===== src/rtl/pcs_tx_sequencer.sv =====
// pcs_tx_sequencer: 10GBASE-R PCS TX bring-up, 64b/66b gearbox sequence and scrambler pause.
// The forced-idle INIT_IDLE phase is built only when PCS_TX_INIT_IDLE_EN is defined.
module pcs_tx_sequencer #(
  parameter int DATA_WIDTH       = 32,
  parameter int INIT_IDLE_BLOCKS = 16
) (
  input  logic        clk,
  input  logic        reset,
  input  logic        gt_tx_ready,
  input  logic        mac_tx_valid,
  output logic        scr_init_done,
  output logic        scr_pause,
  output logic [6:0]  gb_seq,
  output logic        half_sel,
  output logic        hdr_valid,
  output logic        force_idle,
  output logic        mac_tx_ready,
  output logic [15:0] idle_ins_cnt
);

  localparam int         CPB         = 64 / DATA_WIDTH;
  localparam int         SEQ_LEN     = 33 * CPB;
  localparam logic [6:0] SEQ_LAST    = 7'(SEQ_LEN - 1);
  localparam logic [6:0] PAUSE_START = 7'(32 * CPB);

  typedef enum logic [1:0] {
    ST_WAIT,
    ST_INIT_IDLE,
    ST_RUN
  } state_t;

  state_t     state, state_nxt;
  logic [6:0] seq_inc, seq_nxt;
  logic       pause_nxt, half_nxt, active_nxt;

`ifdef PCS_TX_INIT_IDLE_EN
  logic [7:0] blk_cnt;
  logic [8:0] blk_started;
  logic       init_finish;

  // Blocks started so far, including one whose header cycle is this cycle.
  assign blk_started = {1'b0, blk_cnt} + 9'(hdr_valid);
  assign init_finish = (blk_started >= 9'(INIT_IDLE_BLOCKS)) &&
                       (seq_inc < PAUSE_START) &&
                       ((CPB == 1) || !seq_inc[0]);

  always_ff @(posedge clk or posedge reset) begin
    if (reset) begin
      blk_cnt <= '0;
    end else if (state != ST_INIT_IDLE) begin
      blk_cnt <= '0;
    end else if (hdr_valid && (blk_cnt != 8'hFF)) begin
      blk_cnt <= blk_cnt + 8'd1;
    end
  end
`endif

  // NOTE: every always_comb output gets a default first so no path can infer a latch.
  always_comb begin
    state_nxt = state;
    seq_inc   = (gb_seq == SEQ_LAST) ? 7'd0 : gb_seq + 7'd1;
    case (state)
      ST_WAIT: begin
        if (gt_tx_ready) begin
`ifdef PCS_TX_INIT_IDLE_EN
          state_nxt = ST_INIT_IDLE;
`else
          state_nxt = ST_RUN;
`endif
        end
      end
`ifdef PCS_TX_INIT_IDLE_EN
      ST_INIT_IDLE: begin
        if (!gt_tx_ready)     state_nxt = ST_WAIT;
        else if (init_finish) state_nxt = ST_RUN;
      end
`endif
      ST_RUN: begin
        if (!gt_tx_ready) state_nxt = ST_WAIT;
      end
      default: state_nxt = ST_WAIT;
    endcase

    // The counter holds 0 in WAIT and shows 0 on the first active cycle.
    seq_nxt    = ((state == ST_WAIT) || (state_nxt == ST_WAIT)) ? 7'd0 : seq_inc;
    pause_nxt  = (seq_nxt >= PAUSE_START);
    half_nxt   = (CPB == 2) ? seq_nxt[0] : 1'b0;
    active_nxt = (state_nxt != ST_WAIT);
  end

  // Outputs are registered from next-cycle values so they all describe the shown gb_seq.
  // NOTE: sequential state uses non-blocking assignments only, so every register samples pre-edge values.
  always_ff @(posedge clk or posedge reset) begin
    if (reset) begin
      state         <= ST_WAIT;
      gb_seq        <= '0;
      scr_init_done <= 1'b0;
      scr_pause     <= 1'b0;
      half_sel      <= 1'b0;
      hdr_valid     <= 1'b0;
      force_idle    <= 1'b1;
      mac_tx_ready  <= 1'b0;
    end else begin
      state         <= state_nxt;
      gb_seq        <= seq_nxt;
      scr_init_done <= active_nxt;
      scr_pause     <= active_nxt && pause_nxt;
      half_sel      <= half_nxt;
      hdr_valid     <= active_nxt && !half_nxt && !pause_nxt;
      force_idle    <= (state_nxt != ST_RUN);
      mac_tx_ready  <= (state_nxt == ST_RUN) && !pause_nxt;
    end
  end

  always_ff @(posedge clk or posedge reset) begin
    if (reset) begin
      idle_ins_cnt <= '0;
    end else if ((state == ST_RUN) && mac_tx_ready && !mac_tx_valid &&
                 (idle_ins_cnt != 16'hFFFF)) begin
      idle_ins_cnt <= idle_ins_cnt + 16'd1;
    end
  end

endmodule


===== config.mk =====
export PLATFORM = sky130hd
export DESIGN_NAME = pcs_tx_sequencer
export DESIGN_NICKNAME = d
export VERILOG_FILES = /design/src/rtl/pcs_tx_sequencer.sv
export SDC_FILE = /design/constraint.sdc
export NUM_CORES = 1
export LEC_CHECK = 0
export ABC_CLOCK_PERIOD_IN_PS = 2500
export CELL_PAD_IN_SITES_DETAIL_PLACEMENT = 0
export CELL_PAD_IN_SITES_GLOBAL_PLACEMENT = 1
export CORE_MARGIN = 2
export CORE_UTILIZATION = 35
export DETAILED_ROUTE_END_ITERATION = 10
export GPL_ROUTABILITY_DRIVEN = 0
export PLACE_DENSITY_LB_ADDON = 0.08
export SLEW_MARGIN = 10
export SYNTH_ARGS = -nofsm -noshare
export SYNTH_HDL_FRONTEND = slang
export SYNTH_SLANG_ARGS = --single-unit
export TNS_END_PERCENT = 50

===== constraint.sdc =====
create_clock -name clk -period 2.5 [get_ports clk]
set_input_delay 0.5 -clock clk [delete_from_list [all_inputs] [get_ports clk]]
set_output_delay 0.5 -clock clk [all_outputs]
set_load 0.02 [all_outputs]

[Word-level counts from Yosys, hierarchy flattened]
Index checks and enable logic that the tools add are counted.
W data, S select, Z words.
Operators by class
  muxes and demuxes: 5
  add/subtract/negate cells: 2
  bitwise logic cells: 0
  reduce and logical (&&, ||, !) cells: 14
  multipliers: 0
  $lt $le $gt $ge: 1
  equal/unequal tests: 5
  div/mod/pow operators: 0
  shift-type cells: 0
Operator list (count)
  $add A16 B1 Y16 const B: 1
  $ne A16 B16 Y1 const B: 1
  $mux W7: 2
  $add A7 B1 Y7 const B: 1
  $eq A7 B7 Y1 const B: 1
  $ge A7 B7 Y1 const B: 1
  $logic_and A1 B1 Y1: 7
  $eq A2 B2 Y1 const B: 2
  $logic_not A2 Y1: 2
  $mux W2: 2
  $pmux W2 S2: 1
  $logic_not A1 Y1: 3
  $ne A2 B2 Y1 const B: 1
  $reduce_bool A2 Y1: 1
  $logic_or A1 B1 Y1: 1
Storage, ports and cells
  latch bits: 0
  memories: 0
  logic and storage cells: 36
  bits in read-only memories: 0
  memory bits (writable): 0
  bits of input ports: 4
  register bits: 31

[Longest topological paths before layout]
  depth in word-level cells: 8
  mapped depth: 5
  depth with buffers taken out: 5

[Worst setup path before layout]
No wires, ideal clock.
  path kind: register -> register
  start point: reg idle_ins_cnt[0]
  end point: reg idle_ins_cnt[1]
  path buffers: 0
  library setup time: 125 ps
  arrival time: 1748 ps
  slack: 627 ps
  cell stages (with the launch flop): 5
  cells stage by stage: dfrtp_1 ha_1 nand3_2 o41ai_4 mux2_4
On the way
  longest elaborated chain between the ends: 2
  elaborated cells between the ends (all ways): 3
  those cells by class: add/sub (1); eq/ne (1); reduce/logical (1)
Ends and longest elaborated chain
  from (decl): RTL line 18  | output logic [15:0] idle_ins_cnt
  from (signal assigned): RTL line 120  | idle_ins_cnt <= idle_ins_cnt + 16'd1;
  branches (longest 2 deep; another with $add A16 B1 Y16)
Several ways; the timed one is not identified.
A chain may end at the register's enable or synchronous reset.

[Worst setup path in the final report]
  start point: reg gb_seq[0]
  end point: out gb_seq[0]
RTL lines
  from (decl): RTL line 13  | output logic [6:0] gb_seq,
  from (signal assigned): RTL line 105  | gb_seq <= seq_nxt;
No word-level cell between the ends.

==> metrics.csv <==
stage,metric,value,unit
run_status,status,finished clean,
clock_network,postCtsHoldBufs,0,
sta,fin_crit,1950,ps
global_routing,grt.total_usage,14.0,%
critical_path,critPathKind,reg -> out,
placement,pre_cts_slack,461,ps
detailed_routing,via_count,1004,
critical_path,endpoint_kind,primary output,
critical_path,critical_path.slowest_cell,clkdlybuf4s50_1,
cells_and_area,syn_to_final_growth,34.5,%
yosys,yosysTopAreaCell,dfrtp_1,
floorplanning,die_x,66.5,um
floorplanning,pin_count,33,
cells_and_area,fin_cells,208,
clock_network,h-tree-depth,2,
power_and_ir_drop,seqPwrFrac,50.8,%
run,maxCapViolations,0,
clock_network,clockBufferDepth,2,
floorplanning,fp.dieH,66.5,um
critical_path,start_kind,flop,
detailed_routing,drt_first_pass_iters,4,
power_and_ir_drop,power_leakage,0.862,nW
power_and_ir_drop,p_switching,254,uW
yosys,yosysUniqueCellTypes,30,
sta,finalSetupViolCount,0,
power_and_ir_drop,power_frac_comb,10.8,%
sta,fin_hold_ws,510,ps
floorplanning,die-area,0.00442,sq mm
detailed_routing,top_layer,met4,
floorplanning,fp-row-count,22,
detailed_routing,viasPerCell,4.83,
sta,rsz0062_at_grt,no,
clock_network,cts_resized,0,
critical_path,cpLargestDelayFamily,buffers and inverters,
placement,dp_hpwl,1900,um
placement,place_inst,200,
global_routing,grt_pass1_wl,4510,um
critical_path,critPathMaxFanout,8,
clock_network,cts_tree,yes,
global_routing,first_global_vias,951,
placement,port_buffers,32,
clock_network,clk_pin_slew,60,ps
power_and_ir_drop,ir_drop,261,uV
yosys,syn_inst,120,
detailed_routing,drc,0,
cells_and_area,layout_commonest_cell,clkdlybuf4s50_1,
clock_network,postCtsSetupBuffers,0,
yosys,syn-cell-area,0.00137,sq mm
detailed_routing,wl_met3,153,um
cells_and_area,diodes,0,
worst_hold_path,hold_class,reg -> reg,
power_and_ir_drop,power_frac_clock,38.4,%
detailed_routing,wire_per_inst,13.0,um
yosys,synth_seq_cells,30,
clock_network,clk_latency,280,ps
cells_and_area,nets,166,
power_and_ir_drop,p_sw_share,24.5,%
critical_path,crit_arrival,1450,ps
clock_network,cts_buffers,5,
yosys,yosysSeqAreaShare,55.0,%
yosys,yosys-top-cells-area,"dfrtp_1, xor2_1, nor2_1",
sta,finalHoldViolations,0,
power_and_ir_drop,p_per_area,565,mW/mm^2
sta,maxSlewHeadroom,56.9,%
critical_path,slowest_delay,670,ps
critical_path,crit_chain,clkdlybuf4s50_1,
detailed_routing,ant_nets,0,
sta,worst_slew_pin_slew,644,ps
yosys,syn_nets,127,
sta,setup_slack,554,ps
cells_and_area,drive_above_1_share,10.6,%
sta,fin_skew,4.63,ps
critical_path,cp.required,2000,ps
detailed_routing,drt_first_iter_violations,75,
global_routing,grt_overflow,0,
sta,fmax,514,MHz
sta,post-route-period-util,77.8,%
floorplanning,initial_core_util,36.8,%
global_routing,grt_max_degree,31,
detailed_routing,wl_met1,1280,um
clock_network,root_buffer,clkbuf_8,
critical_path,timing.critical_path.buf_inv,1,
power_and_ir_drop,internal_power,785,uW
sta,maxSlewViolCount,0,
yosys,avgSynthCellArea,11.4,sq um
cells_and_area,layout_common_cells,"clkdlybuf4s50_1, dfrtp_1, nor2_1, xor2_1, nand3_1",
global_routing,antenna_found_initial,0,
floorplanning,coreArea,0.00372,sq mm
sta,finalSetupTns,0,ps
yosys,yosysTopAreaCellShare,53.1,%
detailed_routing,wl,2700,um
yosys,yosysWarnings,0,
detailed_routing,dr_wl_met2,1190,um
clock_network,cts.sinks,30,
## per-layer routing
metal  vias up  track usage, %
met1       475            17.6
met4         0            8.42
met5         -               0
li1        489               -
met2        31            20.3
met3         9            5.41
## power by group through the flow
stage / clock network [mW] / registers (mW) / logic [mW]
after floorplan: 0 / 0.557 / 0.0407
after global placement: 0 / 0.536 / 0.114
after detailed placement: 0 / 0.537 / 0.114
after CTS: 0.411 / 0.528 / 0.115
after global routing: 0.433 / 0.531 / 0.121
final: 0.399 / 0.528 / 0.113
## final cells by class
| class | count | area [sq um] |
|---|---|---|
| Clock inverter | 1 | 5.00 |
| Sequential cell | 30 | 752 |
| Multi-Input combinational cell | 84 | 589 |
| Clock buffer | 7 | 86.3 |
| Tap cell | 48 | 60.1 |
| Inverter | 5 | 18.8 |
| Fill cell | 346 | 1880 |
| Timing Repair Buffer | 33 | 328 |
## metrics by stage
step	total power, mW	instance area, sq um	util, %
2_1_floorplan	0.597	1370	-
3_3_place_gp	0.650	1750	47.0
3_5_place_dp	0.651	1750	47.0
4_1_cts	1.05	1840	49.5
5_1_grt	1.08	1840	49.5
6_report	1.04	1840	49.5
## cells in the mapped netlist
master and n:
a31oi_1 1, and3_1 3, and3b_1 1, and4_1 1
and4_2 1, and4bb_2 1, buf_4 1, conb_1 1
dfrtp_1 29, dfstp_2 1, ha_1 3, inv_1 5
mux2_2 1, mux2_4 1, nand2_1 6, nand2b_1 1
nand3_1 9, nand3_2 1, nand4_1 5, nand4_2 1
nand4_4 1, nor2_1 16, nor2b_1 2, nor3_1 5
nor4_1 1, o21ai_0 2, o2bb2ai_1 1, o41ai_4 1
xnor2_1 3, xor2_1 15
## state kept, by name, indices dropped and copies added (netlist names)
register,count
idle_ins_cnt,16
gb_seq,7
state,2
force_idle,1
hdr_valid,1
mac_tx_ready,1
scr_init_done,1
scr_pause,1
## cell families after synthesis
logic type | after synthesis | share of synthesized area [%]
compound gates | 5 | 3.84
simple gates | 55 | 22.8
buf+inv | 6 | 1.92
xor+xnor | 18 | 11.5
flops | 30 | 55.0
fa+ha+maj | 3 | 2.75
mux | 2 | 1.92
other cells | 1 | 0.274
## final timing paths
kind,endpoint,from,cells past startpoint,slack [ps]
min in group asynchronous,idle_ins_cnt[0]$_DFFE_PP0P_,reset,3,590
worst min register to register,idle_ins_cnt[10]$_DFFE_PP0P_,idle_ins_cnt[10]$_DFFE_PP0P_,1,510
max in group asynchronous,force_idle$_DFF_PP1_,reset,3,1590
worst max register to register,idle_ins_cnt[1]$_DFFE_PP0P_,idle_ins_cnt[0]$_DFFE_PP0P_,4,570
worst max-delay path,gb_seq[0],gb_seq[0]$_DFF_PP0_,1,550
worst min-delay path,idle_ins_cnt[10]$_DFFE_PP0P_,idle_ins_cnt[10]$_DFFE_PP0P_,1,510
(Power assumes the default switching activity.)
